### src/rtl/trace_capture_pkg.sv
// Shared types and constants for the trace capture controller.
package trace_capture_pkg;

    typedef enum logic [1:0] {
        IDLE    = 2'd0,
        CAPTURE = 2'd1,
        HOLDOFF = 2'd2
    } capture_state_t;

    // A programmed length of zero means capture until the enable drops.
    localparam int CAPTURE_LEN_UNLIMITED = 0;

endpackage

### src/rtl/trace_capture_if.sv
// Trigger, trace-stream and FIFO-side signals of the capture controller.
interface trace_capture_if #(
    parameter int DATA_W  = 8,
    parameter int COUNT_W = 16
);
    logic               I_capture_enable;
    logic               I_abort;
    logic [COUNT_W-1:0] I_capture_len;
    logic               I_data_valid;
    logic [DATA_W-1:0]  I_data;
    logic               I_fifo_full;

    logic               O_capturing;
    logic               O_fifo_wr;
    logic [DATA_W-1:0]  O_fifo_data;
    logic [COUNT_W-1:0] O_count;
    logic               O_done;
    logic               O_overflow;
    logic               O_aborted;

    modport master (
        output I_capture_enable, I_abort, I_capture_len, I_data_valid, I_data, I_fifo_full,
        input  O_capturing, O_fifo_wr, O_fifo_data, O_count, O_done, O_overflow, O_aborted
    );

    modport slave (
        input  I_capture_enable, I_abort, I_capture_len, I_data_valid, I_data, I_fifo_full,
        output O_capturing, O_fifo_wr, O_fifo_data, O_count, O_done, O_overflow, O_aborted
    );

endinterface

### src/rtl/trace_capture_ctrl_sat_counter.sv
// Up-counter with synchronous clear that sticks at all-ones instead of wrapping.
module sat_counter #(
    parameter int WIDTH = 16
) (
    input  logic             clk,
    input  logic             rst,
    input  logic             clr,
    input  logic             inc,
    output logic [WIDTH-1:0] cnt_o
);

    logic [WIDTH-1:0] cnt_q, cnt_d;

    // Clear and increment together count the first item of a new run.
    always_comb begin
        cnt_d = cnt_q;
        if (clr) begin
            cnt_d = inc ? WIDTH'(1) : '0;
        end else if (inc && (cnt_q != '1)) begin
            cnt_d = cnt_q + WIDTH'(1);
        end
    end

    always_ff @(posedge clk or posedge rst) begin
        if (rst) begin
            cnt_q <= '0;
        end else begin
            cnt_q <= cnt_d;
        end
    end

    assign cnt_o = cnt_q;

endmodule

### src/rtl/trace_capture_ctrl.sv
// Capture-side controller: qualifies trace words into the capture FIFO, counts
// them against the programmed length and reports capture progress to the trigger.
module trace_capture_ctrl
    import trace_capture_pkg::*;
#(
    parameter int DATA_W  = 8,
    parameter int COUNT_W = 16
) (
    input  logic            fe_clk,
    input  logic            reset_i,
    trace_capture_if.slave  bus
);

    capture_state_t     state_q, state_d;
    logic               capturing_q, capturing_d;
    logic               wr_q, wr_d;
    logic [DATA_W-1:0]  data_q, data_d;
    logic               done_q, done_d;
    logic               ovf_q, ovf_d;
    logic               abt_q, abt_d;

    logic               len_limited;
    logic               limit_hit;
    logic               accept;
    logic               start;
    logic               cnt_inc;
    logic [COUNT_W-1:0] count;

    // Greater-or-equal so that shrinking the length below the count also ends the run.
    assign len_limited = (bus.I_capture_len != COUNT_W'(CAPTURE_LEN_UNLIMITED));
    assign limit_hit   = len_limited && (count >= bus.I_capture_len);

    always_comb begin
        state_d = state_q;
        ovf_d   = ovf_q;
        abt_d   = abt_q;
        accept  = 1'b0;
        start   = 1'b0;

        case (state_q)
            IDLE: begin
                if (bus.I_capture_enable) begin
                    state_d = CAPTURE;
                    start   = 1'b1;
                    accept  = bus.I_data_valid;
                    ovf_d   = 1'b0;
                    abt_d   = 1'b0;
                end
            end
            CAPTURE: begin
                accept = bus.I_data_valid && !limit_hit;
                if (bus.I_abort) begin
                    state_d = HOLDOFF;
                    abt_d   = 1'b1;
                end else if (limit_hit || (!bus.I_capture_enable && !len_limited)) begin
                    state_d = HOLDOFF;
                end
            end
            HOLDOFF: begin
                if (!bus.I_capture_enable) begin
                    state_d = IDLE;
                end
            end
            default: begin
                state_d = IDLE;
            end
        endcase

        cnt_inc = accept && !bus.I_fifo_full;
        if (accept && bus.I_fifo_full) begin
            ovf_d = 1'b1;
        end

        wr_d   = cnt_inc;
        data_d = cnt_inc ? bus.I_data : data_q;

        // Capturing stays high through the cycle the end is decided, so the
        // trigger sees the falling edge together with the done pulse.
        capturing_d = (state_d == CAPTURE) || (state_q == CAPTURE);
        done_d      = (state_q == HOLDOFF) && capturing_q;
    end

    always_ff @(posedge fe_clk or posedge reset_i) begin
        if (reset_i) begin
            state_q     <= IDLE;
            capturing_q <= 1'b0;
            wr_q        <= 1'b0;
            data_q      <= '0;
            done_q      <= 1'b0;
            ovf_q       <= 1'b0;
            abt_q       <= 1'b0;
        end else begin
            state_q     <= state_d;
            capturing_q <= capturing_d;
            wr_q        <= wr_d;
            data_q      <= data_d;
            done_q      <= done_d;
            ovf_q       <= ovf_d;
            abt_q       <= abt_d;
        end
    end

    sat_counter #(
        .WIDTH (COUNT_W)
    ) u_count (
        .clk   (fe_clk),
        .rst   (reset_i),
        .clr   (start),
        .inc   (cnt_inc),
        .cnt_o (count)
    );

    assign bus.O_capturing = capturing_q;
    assign bus.O_fifo_wr   = wr_q;
    assign bus.O_fifo_data = data_q;
    assign bus.O_count     = count;
    assign bus.O_done      = done_q;
    assign bus.O_overflow  = ovf_q;
    assign bus.O_aborted   = abt_q;

endmodule

### src/flat_wrapper.sv
// flat-port wrapper written by rule: the top's interface ports become plain ports
module trace_capture_ctrl_flat import trace_capture_pkg::*;
#(
    parameter int DATA_W  = 8,
    parameter int COUNT_W = 16
)
  (fe_clk, reset_i, bus_I_capture_enable, bus_I_abort, bus_I_capture_len, bus_I_data_valid, bus_I_data, bus_I_fifo_full, bus_O_capturing, bus_O_fifo_wr, bus_O_fifo_data, bus_O_count, bus_O_done, bus_O_overflow, bus_O_aborted);
  trace_capture_if #(.DATA_W(DATA_W), .COUNT_W(COUNT_W)) bus_i ();
  input  logic fe_clk;
  input  logic reset_i;
  input wire logic [$bits(bus_i.I_capture_enable)-1:0] bus_I_capture_enable;
  input wire logic [$bits(bus_i.I_abort)-1:0] bus_I_abort;
  input wire logic [$bits(bus_i.I_capture_len)-1:0] bus_I_capture_len;
  input wire logic [$bits(bus_i.I_data_valid)-1:0] bus_I_data_valid;
  input wire logic [$bits(bus_i.I_data)-1:0] bus_I_data;
  input wire logic [$bits(bus_i.I_fifo_full)-1:0] bus_I_fifo_full;
  output wire logic [$bits(bus_i.O_capturing)-1:0] bus_O_capturing;
  output wire logic [$bits(bus_i.O_fifo_wr)-1:0] bus_O_fifo_wr;
  output wire logic [$bits(bus_i.O_fifo_data)-1:0] bus_O_fifo_data;
  output wire logic [$bits(bus_i.O_count)-1:0] bus_O_count;
  output wire logic [$bits(bus_i.O_done)-1:0] bus_O_done;
  output wire logic [$bits(bus_i.O_overflow)-1:0] bus_O_overflow;
  output wire logic [$bits(bus_i.O_aborted)-1:0] bus_O_aborted;
  assign bus_i.I_capture_enable = bus_I_capture_enable;
  assign bus_i.I_abort = bus_I_abort;
  assign bus_i.I_capture_len = bus_I_capture_len;
  assign bus_i.I_data_valid = bus_I_data_valid;
  assign bus_i.I_data = bus_I_data;
  assign bus_i.I_fifo_full = bus_I_fifo_full;
  assign bus_O_capturing = bus_i.O_capturing;
  assign bus_O_fifo_wr = bus_i.O_fifo_wr;
  assign bus_O_fifo_data = bus_i.O_fifo_data;
  assign bus_O_count = bus_i.O_count;
  assign bus_O_done = bus_i.O_done;
  assign bus_O_overflow = bus_i.O_overflow;
  assign bus_O_aborted = bus_i.O_aborted;
  trace_capture_ctrl #(.DATA_W(DATA_W), .COUNT_W(COUNT_W)) u_core (.fe_clk(fe_clk), .reset_i(reset_i), .bus(bus_i));
endmodule
### config.mk
export PLATFORM = sky130hd
export DESIGN_NAME = trace_capture_ctrl_flat
export DESIGN_NICKNAME = d
export VERILOG_FILES = /design/src/rtl/trace_capture_pkg.sv /design/src/rtl/trace_capture_if.sv /design/src/rtl/trace_capture_ctrl_sat_counter.sv /design/src/rtl/trace_capture_ctrl.sv /design/src/flat_wrapper.sv
export SDC_FILE = /design/constraint.sdc
export NUM_CORES = 1
export LEC_CHECK = 0
export CORE_MARGIN = 2
export CORE_UTILIZATION = 48
export DETAILED_ROUTE_END_ITERATION = 8
export PLACE_DENSITY_LB_ADDON = 0.08
export SYNTH_ARGS = -nofsm -noshare
export SYNTH_HDL_FRONTEND = slang
export SYNTH_SLANG_ARGS = --single-unit
### constraint.sdc
create_clock -name fe_clk -period 3.05 [get_ports fe_clk]
set_input_delay 0.305 -clock fe_clk [delete_from_list [all_inputs] [get_ports fe_clk]]
set_output_delay 0.305 -clock fe_clk [all_outputs]
set_load 0.05 [all_outputs]
-- Word level (Yosys, flattened, before mapping)
Index checks and enable logic that the tools add are counted.
- word-level logic and storage cells: 54
- bits in registers: 31
- input bits: 30
- output and inout port bits: 29
- $add $sub $neg: 1
- reductions and logical operators: 21
- muxes and demuxes: 17
- order comparisons: 1
- equal/unequal tests: 6
- operators with widths (kind ; count):
    $mux 16 ; 2
    $add 16x1->16 const B ; 1
    $ge 16x16->1 ; 1
    $ne 16x16->1 const B ; 1
    $reduce_bool 16->1 ; 1
    $mux 1 ; 8
    $mux 2 ; 4
    $reduce_bool 2->1 ; 4
    $logic_and 1x1->1 ; 7
    $pmux 2 s3 ; 1
    $eq 2x1->1 const B ; 2
    $logic_not 1->1 ; 4
    $ne 2x2->1 const B ; 2
    $pmux 1 s2 ; 2
    $reduce_and 3->1 ; 1
    $eq 2x2->1 const B ; 1
    $logic_not 2->1 ; 1
    $logic_or 1x1->1 ; 2
    $reduce_and 2->1 ; 1

-- Depth between registers and ports, before layout
- word-level depth: 9
- gate-level depth with buffers: 10
- gate-level depth less buffers: 8

-- By module
From an unflattened synthesis, not the netlist that was laid out.
- cell total of the unflattened synthesis: 267
- area total of the unflattened synthesis: 2336.0 µm²
- by module, submodules not included (module ; times used ; sequential area each (µm²) ; area each (µm²) ; cells an instance):
    trace_capture_ctrl ; 1 ; 375.4 ; 1411.4 ; 171
    sat_counter ; 1 ; 400.4 ; 924.6 ; 96

-- Worst setup path after synthesis
No wires, ideal clock.
- path type: reg2reg
- start point: register u_core.u_count.cnt_q[0], in the netlist u_core.u_count.cnt_o[0]
- end point: register u_core.u_count.cnt_q[10], in the netlist u_core.u_count.cnt_o[10]
- buffers on the path: 1
- data required time: 2.972 ns
- cell stages (with the launch flop): 10
- setup time: 0.078 ns
- data arrival time: 2.670 ns
- period minus slack after synthesis: 2.748 ns
- path slack: 0.302 ns
- cells stage by stage: dfrtp_1 -> inv_1 -> ha_1 -> nand2b_4 -> a2111oi_4 -> o41ai_2 -> o21a_2 -> buf_6 -> or4_1 -> a21oi_1
- word-level cells in the longest chain between the ends: 8
- elaborated cells between the ends (all ways): 12
- those cells by class: add/sub: 1; order compare: 1; eq/ne: 1; mux: 3; reduce/logical: 6
- ends and longest elaborated chain (element ; RTL line ; source):
    start, declared ; trace_capture_ctrl_sat_counter.sv:12 ; logic [WIDTH-1:0] cnt_q, cnt_d;
    start signal, assigned ; trace_capture_ctrl_sat_counter.sv:28 ; cnt_q <= cnt_d;
    $ge 16x16->1 ; trace_capture_ctrl.sv:31 ; assign limit_hit = len_limited && (count >= bus.I_capture_len);
    $logic_and 1x1->1 ; trace_capture_ctrl.sv:31 ;
    $logic_not 1->1 ; trace_capture_ctrl.sv:51 ; accept = bus.I_data_valid && !limit_hit;
    $logic_and 1x1->1 ; trace_capture_ctrl.sv:51 ;
    $pmux 1 s2 ; trace_capture_ctrl.sv:40 ; case (state_q)
    $logic_and 1x1->1 ; trace_capture_ctrl.sv:69 ; cnt_inc = accept && !bus.I_fifo_full;
    $logic_and 1x1->1 ; trace_capture_ctrl_sat_counter.sv:19 ; end else if (inc && (cnt_q != '1)) begin
    $reduce_bool 2->1 (no source line) ; n/a ;
Parallel ways exist; a longest one is shown, timed or not. The select of a mux whose other input is x is not followed.
A chain may end at the register's enable or synchronous reset.

-- Worst setup path in the final report
- start point: input bus_I_capture_len[7]
- end point: register u_core.u_count.cnt_q[10], in the netlist u_core.u_count.cnt_o[10]
- word-level cells in the longest chain between the ends: 8
- elaborated cells between the ends (all ways): 9
- those cells by class: order compare: 1; mux: 1; reduce/logical: 7
- ends and longest elaborated chain (element ; RTL line ; source):
    start, declared ; flat_wrapper.sv:13 ; input wire logic [$bits(bus_i.I_capture_len)-1:0] bus_I_capture_len;
    $ge 16x16->1 or $reduce_bool 16->1 (tied branches) ; trace_capture_ctrl.sv:31, trace_capture_ctrl.sv:30 ;
    $logic_and 1x1->1 (*) ; trace_capture_ctrl.sv:31 ;
    $logic_not 1->1 (*) ; trace_capture_ctrl.sv:51 ;
    $logic_and 1x1->1 (*) ; trace_capture_ctrl.sv:51 ;
    $pmux 1 s2 (*) ; trace_capture_ctrl.sv:40 ;
    $logic_and 1x1->1 (*) ; trace_capture_ctrl.sv:69 ;
    $logic_and 1x1->1 (*) ; trace_capture_ctrl_sat_counter.sv:19 ;
    $reduce_bool 2->1 (no source line) (*) ; n/a ;
Mark *: on every way between the ends. The rest lies on a longest branch, timed or not.

==> flow_metrics.tcl <==
set metrics [dict create \
    critPathSlowestCell "clkdlybuf4s50_1" \
    cp_cell_sequence "clkdlybuf4s50_1 -> inv_1 -> ha_1 -> a21oi_1 -> o21ai_0 -> a211o_1 -> o21a_2 -> buf_4 -> or4_1 -> a21oi_1" \
    cts_tree "done" \
    ys_async_sr_fraction_pct 100.0 \
    placed_cells_incl_taps 323 \
    cts_root_buf "clkbuf_8" \
    grt_setup_unrepaired "no" \
    hold_violations 0 \
    synth.mux.area_fraction_pct 5.488 \
    avgSynthCellArea_um2 9.589 \
    synth_common_cells "31 x dfrtp_1, 20 x inv_1, 18 x a21oi_1" \
    cp.required_ns 3.26 \
    dr_total_vias 1911 \
    synth_compound_area_share_pct 19.02 \
    place.detailed.hpwl_mm 3.871 \
    ant_nets 0 \
    ys_seq_elements 31 \
    grt_overflow 0 \
    cp_max_fo 23 \
    slew_violations 0 \
    post-route-util_pct 68.92 \
    syn_inst 214 \
    die_h_um 69.38 \
    routed_wl_mm 5.278 \
    cts_max_level 2 \
    track_usage_pct 22.94 \
    whs_ns 0.3980 \
    layout_min_cycle_time_ns 2.645 \
    place.gp.congestion 0.9076 \
    hold_path_class "primary input to asynchronous set/reset pin" \
    antenna_found_initial 0 \
    synth_adder_area_share_pct 10.37 \
    synth_xor_area_share_pct 0 \
    cts_max_path_buffers 2 \
    end_kind "flop" \
    yosys.area_share.simple_pct 20.85 \
    synth_warnings 0 \
    tightest_slew_ns 0.5300 \
    coreArea_mm2 0.004058 \
    power_density_mw_per_mm2 652.0 \
    drt-initial-drc-count 80 \
    cap_viol_max_count 0 \
    io_pins 59 \
    grt_pass1_vias 1888 \
    cts.sinks 31 \
    clock_skew_ns 0.003848 \
    crit_path_frequent_cell "a21oi_1" \
    synth.largest_area_cell "dfrtp_1" \
    hold_buffers 0 \
    die_area_mm2 0.004814 \
    drc 0 \
    setup_viol 0 \
    viasPerCell 5.773 \
    synth-main-ff-cell "dfrtp_1" \
    status "completed" \
    finalNetCount 327 \
    start_kind "primary input" \
    synth_top_area_share_pct 37.80 \
    slew_headroom_pct 64.55 \
    postCtsSetupBuffers 0 \
    area_delta_synth_final_pct 36.28 \
    diodes 0 \
    synth-edff-count 0 \
    grt_first_pass_wirelength_mm 8.907 \
    grt_max_degree 32 \
    yosysUniqueCellTypes 41 \
    worstSetupPathType "primary input to flop" \
    synth_nets 261 \
    drive_above_1_share_pct 11.39 \
    portBuffers 58 \
    yosysMostFrequentCell "dfrtp_1" \
    die_w_um 69.38 \
    start_util_pct 50.57 \
    clock_latency_ns 0.28 \
    cpLargestDelayFamily "compound AO/OA/AOI/OAI gates" \
    rows 23 \
    cpPeakStageDelay_ns 0.48 \
    fin_cells 331 \
    irDropWorstVdd_mv 0.7927 \
    wire_per_inst_um 15.95 \
    firstDrtPassIters 4 \
    fmax_ghz 0.3780 \
    ctsResizeCount 0 \
    synth_top_family_by_area "simple AND/OR/NAND/NOR gates" \
    worst-path-buf-inv 3 \
    synth.area.top_cells "dfrtp_1 38%, ha_1 10%, a21oi_1 4.4%" \
    min_period_over_period_pct 86.74 \
    yosysSeqAreaShare_pct 37.80 \
    arrival_ns 2.85 \
    leakage_uw 0.001271 \
    fin_tns_setup_ns 0 \
    netlist_area_mm2 0.002052 \
    path_clk_slew_ns 0.07 \
    cts-buffers-inserted 5 \
]
cells in the final DEF (no fill, tap or decap), drive strengths merged, types with 4 or more instances in the layout:
master,Yosys,layout
clkdlybuf4s50,0,58
dfrtp,31,31
inv,20,20
a21oi,18,18
ha,17,17
nand2,13,13
o31ai,10,10
or4,10,10
buf,5,10
nor2,10,10
nand3,9,9
mux2,8,8
o21ai,8,8
and3,7,7
nand4,7,7
nor4,5,5
clkbuf,4,5
a211o,4,4
stage by stage:
stage | total power, uW | setup slack (ns) | cell area (um2)
final | 1823 | 0.4046 | 2796
after global routing | 1919 | 0.2299 | 2796
after CTS | 1837 | 0.4086 | 2796
after detailed placement | 1512 | 0.1223 | 2713
after global placement | 1504 | 0.1382 | 2713
after floorplan | 1205 | 0.3025 | 2052
worst paths after layout:
kind	slack, ns	from	cells past startpoint	endpoint
hold reg to reg	0.49	u_core.bus.O_fifo_data[5]	1	u_core.bus.O_fifo_data[5]
max in group asynchronous	2.35	reset_i	3	u_core.u_count.cnt_o[8]
hold / removal	0.40	reset_i	3	u_core.bus.O_fifo_data[4]
setup / recovery	0.40	bus_I_capture_len[7]	10	u_core.u_count.cnt_o[10]
min in group fe_clk	0.49	u_core.bus.O_fifo_data[5]	1	u_core.bus.O_fifo_data[5]
setup reg to reg	0.41	u_core.u_count.cnt_o[0]	9	u_core.u_count.cnt_o[10]
where the power goes:
group          switching (uW)  internal, uW
registers                85.0           514
clock network             157           156
logic                     551           360
state kept, by name (all words and copies together) (netlist names):
register,count
u_core.bus.O_overflow,1
u_core.bus.O_fifo_wr,1
u_core.bus.O_capturing,1
u_core.bus.O_done,1
u_core.state_q,2
u_core.bus.O_fifo_data,8
u_core.bus.O_aborted,1
u_core.u_count.cnt_o,16
logic make-up (layout without fill, tap and decap cells):
group,count (synthesis),after routing
multiplexers,8,8
adder cells (fa/ha/maj),17,17
flip-flops,31,31
AND/OR/NAND/NOR,74,74
AO/OA/AOI/OAI,55,55
buffers and inverters,29,96
cell type report:
cell class                 count  area (um2)
tap                           50       62.56
clock buffer                   5       68.82
sequential                    31       775.7
fill                         343        1261
inverter                      20       75.07
multi-input combinational    154        1144
clock inverter                 3       15.01
timing repair buffer          68       655.6
worst min-delay path: stages:
cell,delay [ns]
clkdlybuf4s50_1,0.39
inv_1,0.05
buf_4,0.36
metal layers:
metal	GRT usage [%]	up-vias	part of all wire, %
met3	4.797	7	6.6
li1	-	943	-
met5	0	-	0
met1	32.31	888	46
met2	34.83	73	47
met4	8.497	0	0.99
Note: power is estimated with default switching activity, not from simulation.
